File: src/rtl/seq_magnitude_comparator.sv
// Sequential MSB-first magnitude comparator, DIGIT bits per cycle, early exit on first unequal slice.
// Latency = cycles (1..NSLICE) edges; in_ready only in IDLE; result held in DONE until out_ready.
module seq_magnitude_comparator #(
    parameter int WIDTH = 32,
    parameter int DIGIT = 4,
    parameter int CW    = $clog2(WIDTH / DIGIT) + 1
) (
    input  logic             clk,
    input  logic             rst,
    input  logic             in_valid,
    output logic             in_ready,
    input  logic [WIDTH-1:0] x,
    input  logic [WIDTH-1:0] y,
    input  logic             signed_mode,
    output logic             out_valid,
    input  logic             out_ready,
    output logic             lt,
    output logic             gt,
    output logic             eq,
    output logic [CW-1:0]    cycles
);
    localparam int NSLICE = WIDTH / DIGIT;
    localparam int IW     = (NSLICE > 1) ? $clog2(NSLICE) : 1;
    localparam logic [WIDTH-1:0] MSB = {1'b1, {(WIDTH-1){1'b0}}};

    generate
        if (WIDTH % DIGIT != 0) begin : g_bad_width
            $error("WIDTH must be a multiple of DIGIT");
        end
    endgenerate

    typedef enum logic [1:0] {IDLE, SCAN, DONE} state_t;

    state_t           state;
    state_t           state_nxt;
    logic [WIDTH-1:0] xr;
    logic [WIDTH-1:0] yr;
    logic [IW-1:0]    idx;
    logic [DIGIT-1:0] xs;
    logic [DIGIT-1:0] ys;

    assign xs        = xr[32'(idx) * DIGIT +: DIGIT];
    assign ys        = yr[32'(idx) * DIGIT +: DIGIT];
    assign in_ready  = (state == IDLE);
    assign out_valid = (state == DONE);

    always_comb begin
        state_nxt = state;
        case (state)
            IDLE: if (in_valid) state_nxt = SCAN;
            SCAN: if (xs != ys || idx == '0) state_nxt = DONE;
            DONE: if (out_ready) state_nxt = IDLE;
            default: state_nxt = IDLE;
        endcase
    end

    always_ff @(posedge clk or posedge rst) begin
        if (rst) begin
            state  <= IDLE;
            xr     <= '0;
            yr     <= '0;
            idx    <= '0;
            lt     <= 1'b0;
            gt     <= 1'b0;
            eq     <= 1'b0;
            cycles <= '0;
        end else begin
            state <= state_nxt;
            case (state)
                IDLE: begin
                    if (in_valid) begin
                        // Flipping both sign bits maps two's-complement order onto unsigned order.
                        xr     <= signed_mode ? (x ^ MSB) : x;
                        yr     <= signed_mode ? (y ^ MSB) : y;
                        idx    <= IW'(NSLICE - 1);
                        cycles <= '0;
                        lt     <= 1'b0;
                        gt     <= 1'b0;
                        eq     <= 1'b0;
                    end
                end
                SCAN: begin
                    cycles <= cycles + CW'(1);
                    if (xs > ys)
                        gt <= 1'b1;
                    else if (xs < ys)
                        lt <= 1'b1;
                    else if (idx == '0)
                        eq <= 1'b1;
                    else
                        idx <= idx - IW'(1);
                end
                default: ;
            endcase
        end
    end
endmodule

File: config.mk
export PLATFORM = sky130hd
export DESIGN_NAME = seq_magnitude_comparator
export DESIGN_NICKNAME = d
export VERILOG_FILES = /design/src/rtl/seq_magnitude_comparator.sv
export SDC_FILE = /design/constraint.sdc
export NUM_CORES = 1
export LEC_CHECK = 0
export ABC_AREA = 1
export BUFFER_PORTS_ARGS = -buffer_cell sky130_fd_sc_hd__buf_2
export CAP_MARGIN = 40
export CORE_MARGIN = 10
export CORE_UTILIZATION = 35
export DETAILED_ROUTE_END_ITERATION = 16
export MAX_ROUTING_LAYER = met4
export PLACE_DENSITY_LB_ADDON = 0.1
export SLEW_MARGIN = 5
export SYNTH_ARGS = -nofsm -noshare
export SYNTH_HDL_FRONTEND = slang
export SYNTH_SLANG_ARGS = --single-unit
File: constraint.sdc
create_clock -name clk -period 4.83 [get_ports clk]
set_clock_uncertainty 0.05 [all_clocks]
set_input_delay 0.966 -clock clk [delete_from_list [all_inputs] [get_ports clk]]
set_output_delay 0.966 -clock clk [all_outputs]
set_load 0.02 [all_outputs]
==> flow_summary.toml, run 1 <==
[outcome]
status = "complete, no violations"

[sta]
slew_headroom = 0.519
worstMarginPinSlew_ps = 722
min_period_ps = 2820
tns_ps = 0
setup_violations = 0
period_share = 0.584
fmax_mhz = 355
finalMaxSlewViolations = 0
rsz0062_at_grt = "false"
worst_slack_ps = 2010
hold_violations = 0

[clock_tree]
clk_pin_slew_worst_paths_ps = 70
ctsRootBufferMaster = "clkbuf_8"
cts_hold_buf = 0
tritoncts = "yes"
cts_max_level = 3
clock_sinks = 76
post_cts_buffers = 0
cts_resized = 0
numCtsBuffers = 9
cts_buffer_depth = 2
insertion_delay_ps = 340

[synth]
synth.distinct_cells = 25
synth_edf_count = 0
yosysSeqAreaShare = 0.519
synth.ff_latch_count = 76
async_flop_share = 1.00
yosys_warnings = 0
syn-num-nets = 548
avgSynthCellArea_um2 = 7.76
synthCells = 472
yosys_most_used_dff = "dfrtp_1"
syn_area_mm2 = 0.00366

[pwr]
p_leak_nw = 2.32
power_w = 0.00290
ir_drop_mv = 0.231
powerDensity_mw_per_mm2 = 672

[floorplan]
die-area_mm2 = 0.0150
die-height_um = 122
io_pins = 78
core_mm2 = 0.0103
rows = 37
die_w_um = 122
initial_core_util = 0.356

[drt]
ant_nets = 0
wl_per_cell_um = 14.1
drt_iter0_markers = 214
routed_wl_um = 9590
vias = 3147
vias_per_cell = 4.63
drt_first_pass_iters = 4
remaining_drc_errors = 0

[worst_setup_path]
crit_required_ps = 5070
cp_top_family = "simple AND/OR/NAND/NOR gates"
cp-start-kind = "flop"
crit_top_cell = "nand2_1"
crit_arrival_ps = 3060
path_class = "reg -> reg"
crit_chain = "buf_4 -> inv_1 -> o21ai_0 -> o221ai_1 -> o21ai_0 -> ha_1 -> nand2_1 -> nor2_1 -> nor2_1 -> nand2_1 -> nand2_1 -> nor2_1 -> nand2_1 -> nand2_1"
end_kind = "flop"
critPathMaxStageDelay_ps = 550
crit_fanout = 44
slowest_stage = "inv_1"
crit_buf_inv = 2

[finish]
n_fill_cell = 1133
multi_input_area_mm2 = 0.00153
fin_area_mm2 = 0.00431
final_common_cell = "nand2_1"
diodes = 0
seqCellArea_mm2 = 0.00190
area_delta_synth_final_pct = 17.7
drive_gt1_frac = 0.188
layout_common_cells = "nand2_1 (213), buf_2 (77), dfrtp_1 (76), o21ai_0 (57), nor2_1 (30)"
nNetsFinal = 615

[grt]
grt_pass1_vias = 3227
grt_pass1_wl_um = 16100
antenna_found_initial = 0
grt.total_usage = 0.138
grt_max_degree = 74
gr-total-overflow = 0

[place]
portBuffers = 77
dpl_cell_area_mm2 = 0.00412
place_congestion = 0.849
pre_cts_slack_ps = 2010
hpwl_um = 7020

[job]
max-cap-violations = 0

[hold_path]
hp-class = "reg -> reg"
## final timing paths
kind	startpoint	end	slack, ps	cells after the start
worst min register to register	cycles[3]$_DFFE_PP0P_	cycles[3]$_DFFE_PP0P_	420	1
max in group asynchronous	rst	xr[2]$_DFFE_PP0P_	3620	3
worst max register to register	idx[0]$_DFFE_PP0P_	idx[2]$_DFFE_PP0P_	2010	14
min in group asynchronous	rst	xr[31]$_DFFE_PP0P_	470	2
worst max-delay path	idx[0]$_DFFE_PP0P_	idx[2]$_DFFE_PP0P_	2010	14
worst min-delay path	cycles[3]$_DFFE_PP0P_	cycles[3]$_DFFE_PP0P_	420	1
## layout make-up
class | count | share of cell area
timing repair buffer | 81 | 0.0992
tap | 136 | 0.0395
multi-input combinational | 346 | 0.354
clock buffer | 14 | 0.0424
sequential | 76 | 0.441
inverter | 25 | 0.0223
clock inverter | 1 | 0.00116
## cell families (layout without fill, tap and decap cells)
logic type	count (synthesis)	count (layout)	share of synthesized area
simple gates	255	255	0.269
compound gates	81	81	0.117
flops	76	76	0.519
buf+inv	50	121	0.0639
fa+ha+maj	7	7	0.0239
xor+xnor	2	2	0.00478
mux	1	1	0.00273
## metrics by stage
step,instances,util,hold slack (ps)
finish,679,0.420,424
global placement,663,0.399,414
CTS,679,0.420,434
detailed placement,664,0.401,414
floorplan,472,-,394
global route,679,0.420,457
## cells in the mapped netlist (2+ instances only)
library cell | instances | area, um2
o21ai_1 | 3 | 15.0
clkbuf_1 | 4 | 15.0
xnor2_1 | 2 | 17.5
nand2_1 | 213 | 800
buf_2 | 13 | 65.1
a21oi_1 | 11 | 55.1
inv_2 | 2 | 7.51
nand4_1 | 3 | 18.8
buf_4 | 7 | 52.6
o21ai_0 | 57 | 285
o22ai_1 | 5 | 31.3
o221ai_1 | 3 | 26.3
nand3_1 | 6 | 30.0
nor2_1 | 30 | 113
inv_1 | 22 | 82.6
dfrtp_1 | 76 | 1900
ha_1 | 7 | 87.6
## where the power goes
part	leakage, nW	switching [W]	internal (W)
Sequential	0.939	0.000230	0.000939
Combinational	1.29	0.000812	0.000454
Clock	0.0986	0.000222	0.000240
## state kept, by name (all words and copies together), names as in the netlist
name	flops
idx	3
xr	32
gt	1
eq	1
cycles	4
lt	1
yr	32
state	2
## metal layers
layer	wire, um	track usage
met1	5010	0.195
met2	4020	0.192
met3	408	0.0253
met4	146	0.0545
met5	0	-
(Power assumes the default switching activity.)
==> run 2: changes to the inputs <==
- clock period: 4.83 -> 2.82 ns (I/O delays scaled with it)
==> run 2 against run 1 <==
Against the previous run:
- largest power group unchanged
- setup slack lost 1600 ps
- core utilization is 0.75 points higher
- routed wire length is 0.11% lower
- via count is 1.1% higher
- sequential power up 66%
- cell area up 1.8%
- register-to-register slack worse by 1600 ps
==> flow_summary.toml, run 2 (synthesized netlist as in run 1, its figures left out) <==
[worst_setup_path]
crit_top_cell = "nand2_1"
crit_fanout = 43
critPathMaxStageDelay_ps = 340
slowest_stage = "dfrtp_1"
crit_arrival_ps = 2700
crit_buf_inv = 1
path_class = "reg -> reg"
cp-start-kind = "flop"
crit_chain = "buf_4 -> o21ai_0 -> o221ai_1 -> o21ai_0 -> ha_1 -> nand2_1 -> nor2_1 -> nor2_1 -> nand2_1 -> nand2_1 -> nor2_1 -> nand2_1 -> nand2_1"
crit_required_ps = 3060
end_kind = "flop"
cp_top_family = "simple AND/OR/NAND/NOR gates"

[drt]
drt_first_pass_iters = 4
remaining_drc_errors = 0
drt_iter0_markers = 157
vias = 3181
vias_per_cell = 4.65
wl_per_cell_um = 14.0
routed_wl_um = 9580
ant_nets = 0

[place]
place_inst = 668
hpwl_um = 7020
portBuffers = 77
place_congestion = 0.838

[grt]
grt-busiest-layer = "met2"
grt_pass1_wl_um = 16300
grt_max_degree = 74
grt_util_met3 = 0.0230
grt_pass1_vias = 3338
gr-usage-met1 = 0.185
grt.total_usage = 0.139
grt_util_met2 = 0.205
gr-total-overflow = 0
antenna_found_initial = 0

[clock_tree]
clock_sinks = 76
insertion_delay_ps = 360
cts_resized = 0
cts_hold_buf = 0
cts_buffer_depth = 2
clk_pin_slew_worst_paths_ps = 80
post_cts_buffers = 0
ctsRootBufferMaster = "clkbuf_8"
numCtsBuffers = 9
cts_max_level = 3
tritoncts = "yes"

[finish]
drive_gt1_frac = 0.197
final_common_cell = "nand2_1"
largest_registers = "xr: 32 flops, yr: 32 flops, cycles: 4 flops"
area_delta_synth_final_pct = 19.8
nNetsFinal = 619
n_fill_cell = 1130
finalNonFillerCells = 684
diodes = 0
final_util = 0.427
layout_common_cells = "nand2_1 (213), buf_2 (77), dfrtp_1 (76), o21ai_0 (57), nor2_1 (30)"

[floorplan]
die_w_um = 122
io_pins = 78
rows = 37
initial_core_util = 0.356
die-area_mm2 = 0.0150
die-height_um = 122
core_mm2 = 0.0103

[sta]
min_period_ps = 2460
setup_violations = 0
slew_headroom = 0.487
hold_violations = 0
fmax_mhz = 407
finalMaxSlewViolations = 0
period_share = 0.871
worstMarginPinSlew_ps = 768
rsz0062_at_grt = "false"
tns_ps = 0

[hold_path]
hp-class = "in -> async"

[pwr]
p_leak_nw = 2.36
power_w = 0.00519
powerDensity_mw_per_mm2 = 1180
ir_drop_mv = 0.650

[outcome]
status = "complete, no violations"

[job]
max-cap-violations = 0
## run 2: cell count changes in the layout (fill, tap and decap cells not counted)
cell / delta
buf_4: +4
bufinv_16: +2
clkbuf_1: -1
clkbuf_8: -1
clkinv_2: +1
## run 2: worst paths after layout
check | from | end | slack [ps] | cells after the start
worst max register to register | idx[0]$_DFFE_PP0P_ | idx[1]$_DFFE_PP0P_ | 360 | 13
worst max-delay path | idx[0]$_DFFE_PP0P_ | idx[1]$_DFFE_PP0P_ | 360 | 13
worst min-delay path | rst | yr[15]$_DFFE_PP0P_ | 300 | 2
min in group clk | out_ready | state[1]$_DFFE_PP0P_ | 320 | 2
max in group asynchronous | rst | xr[10]$_DFFE_PP0P_ | 1770 | 3
worst min register to register | cycles[3]$_DFFE_PP0P_ | cycles[3]$_DFFE_PP0P_ | 420 | 1
## run 2: report_power, final
part / total, W / internal, W / switching, W
Sequential: 0.00194 / 0.00161 / 0.000333
Combinational: 0.00229 / 0.000812 / 0.00148
Clock: 0.000959 / 0.000568 / 0.000392
## run 2: metrics by stage
step	hold WS, ps	worst slack (ps)	area, um2
finish	296	363	4390
detailed placement	410	375	4150
global route	341	29.2	4390
CTS	313	324	4390
floorplan	394	268	3660
global placement	411	446	4150
## run 2: final cells by class
type | count | area (um2) | share of cell area
Timing Repair Buffer | 85 | 458 | 0.104
Sequential cell | 76 | 1900 | 0.433
Clock inverter | 4 | 70.1 | 0.0160
Clock buffer | 12 | 165 | 0.0376
Inverter | 25 | 96.3 | 0.0219
Multi-Input combinational cell | 346 | 1530 | 0.348
Tap cell | 136 | 170 | 0.0388
## run 2: routing by layer
metal,vias to the layer above,wire (um)
met4,0,157
met5,-,0
met3,11,375
met1,1466,4870
met2,69,4170
li1,1635,-
==> run 3: changes to the inputs <==
- CORE_ASPECT_RATIO: default -> 1.5
==> run 3 against run 2 <==
Against the previous run:
- register-to-register slack lost 70 ps
- sequential power is essentially flat
- sequential share of layout area shrank 0.38 points
- highest routed layer unchanged
- final cell count grew 0.44%
- fmax shrank 2.8%
- via count shrank 1.0%
- setup slack lost 70 ps
- first-iteration DRC count shrank 17%
- die area grew 0.56%
- combinational power shrank 3%
- flip-flop and latch count is the same
==> flow_summary.toml, run 3 (synthesized netlist as in run 1, its figures left out) <==
[finish]
multi_input_area_mm2 = 0.00153
finalNonFillerCells = 687
nNetsFinal = 617
seqCellArea_mm2 = 0.00190
drive_gt1_frac = 0.189
final_common_cell = "nand2_1"
area_delta_synth_final_pct = 20.9
layout_common_cells = "nand2_1 (213), buf_2 (77), dfrtp_1 (76), o21ai_0 (57), nor2_1 (30)"
n_fill_cell = 1081
largest_registers = "xr: 32 flops, yr: 32 flops, cycles: 4 flops"
diodes = 0

[floorplan]
initial_core_util = 0.359
die-area_mm2 = 0.0150
die_w_um = 104
core_mm2 = 0.0102
io_pins = 78
rows = 45
die-height_um = 145

[grt]
grt_pass1_wl_um = 15400
antenna_found_initial = 0
grt.total_usage = 0.127
grt_pass1_vias = 3152
gr-total-overflow = 0
grt_max_degree = 77

[drt]
routed_wl_um = 9260
vias = 3148
wl_per_cell_um = 13.5
ant_nets = 0
vias_per_cell = 4.58
drt_iter0_markers = 131
remaining_drc_errors = 0
drt_first_pass_iters = 6

[pwr]
ir_drop_mv = 0.440
powerDensity_mw_per_mm2 = 1190
p_leak_nw = 2.37

[worst_setup_path]
reg2reg_slack_ps = 290
cp-start-kind = "flop"
crit_arrival_ps = 2750
crit_fanout = 10
r2r-end = "idx[0]$_DFFE_PP0P_"
end_kind = "flop"
critPathLaunch = "idx[1]$_DFFE_PP0P_"
path_class = "reg -> reg"
crit_required_ps = 3040
r2r-start = "idx[1]$_DFFE_PP0P_"
reg2reg_depth = 13

[sta]
fmax_mhz = 396
finalMaxSlewViolations = 0
hold-worst-slack_ps = 260
worstMarginPinSlew_ps = 630
period_share = 0.896
slew_headroom = 0.580
setup_violations = 0
rsz0062_at_grt = "false"
min_period_ps = 2530
tns_ps = 0
hold_violations = 0

[clock_tree]
cts_resized = 0
post_cts_buffers = 0
ctsRootBufferMaster = "clkbuf_16"
cts_hold_buf = 0
cts_max_level = 3
clock_sinks = 76
insertion_delay_ps = 330
cts_buffer_depth = 2
tritoncts = "yes"
clk_pin_slew_worst_paths_ps = 60
numCtsBuffers = 9

[place]
portBuffers = 77
place_congestion = 0.780
hpwl_um = 6670
place_inst = 671

[hold_path]
hp-class = "in -> async"

[job]
max-cap-violations = 0

[outcome]
status = "complete, no violations"
==> run 3: changes by cell type in the layout (fill, tap and decap cells not counted), sizes merged <==
| cell | change |
|---|---|
| buf | -2 |
| clkinv | -1 |
| bufinv | -2 |
| clkbuf | +3 |
==> run 3: stage by stage <==
stage / utilization / area, um2 / setup slack [ps] / power (W)
finish: 0.435 / 4430 / 294 / 0.00527
global route: 0.435 / 4430 / 50.2 / 0.00579
CTS: 0.435 / 4430 / 257 / 0.00534
detailed placement: 0.407 / 4150 / 267 / 0.00423
global placement: 0.407 / 4150 / 321 / 0.00421
floorplan: - / 3660 / 268 / 0.00364
==> run 3: cell type report <==
cell class,count,share of cell area
well taps,141,0.0398
repair buffers,83,0.100
clock buffers,15,0.0627
inverters,25,0.0218
multi-input cells,346,0.345
clock inverters,1,0.00113
flip-flops and latches,76,0.429
==> run 3: report_power, final <==
| group | switching, W | internal (W) | total, W |
|---|---|---|---|
| registers | 0.000339 | 0.00161 | 0.00195 |
| logic | 0.00143 | 0.000801 | 0.00223 |
| clock network | 0.000415 | 0.000667 | 0.00108 |
| total | 0.00219 | 0.00308 | 0.00527 |
==> run 3: critical path: stages (launching register included) <==
cell	delay, ps
dfrtp_1	480
inv_1	300
o21ai_0	150
o22ai_1	180
o21ai_0	150
ha_1	340
nand2_1	60
inv_1	50
nand2_1	70
nand3_1	180
nand3_1	110
nor2_1	200
nand2_1	80
nand2_1	60
==> run 3: worst max-delay path by stage <==
| stage | end | depth (start not counted) | slack, ps |
|---|---|---|---|
| 3_5_place_dp | idx[0]$_DFFE_PP0P_ | 13 | 270 |
| 6_report | idx[0]$_DFFE_PP0P_ | 13 | 290 |
| 3_3_place_gp | idx[0]$_DFFE_PP0P_ | 13 | 320 |
| 5_1_grt | idx[1]$_DFFE_PP0P_ | 12 | 50 |
| 2_1_floorplan | cycles[0]$_DFFE_PP0P_ | 1 | 270 |
| 4_1_cts | idx[0]$_DFFE_PP0P_ | 13 | 260 |
==> run 3: per-layer routing <==
| metal | vias to the layer above | track usage | routed length (um) |
|---|---|---|---|
| li1 | 1634 | - | - |
| met1 | 1435 | 0.158 | 4430 |
| met2 | 66 | 0.196 | 4380 |
| met3 | 13 | 0.0270 | 284 |
| met4 | 0 | 0.0531 | 165 |
| met5 | - | - | 0 |
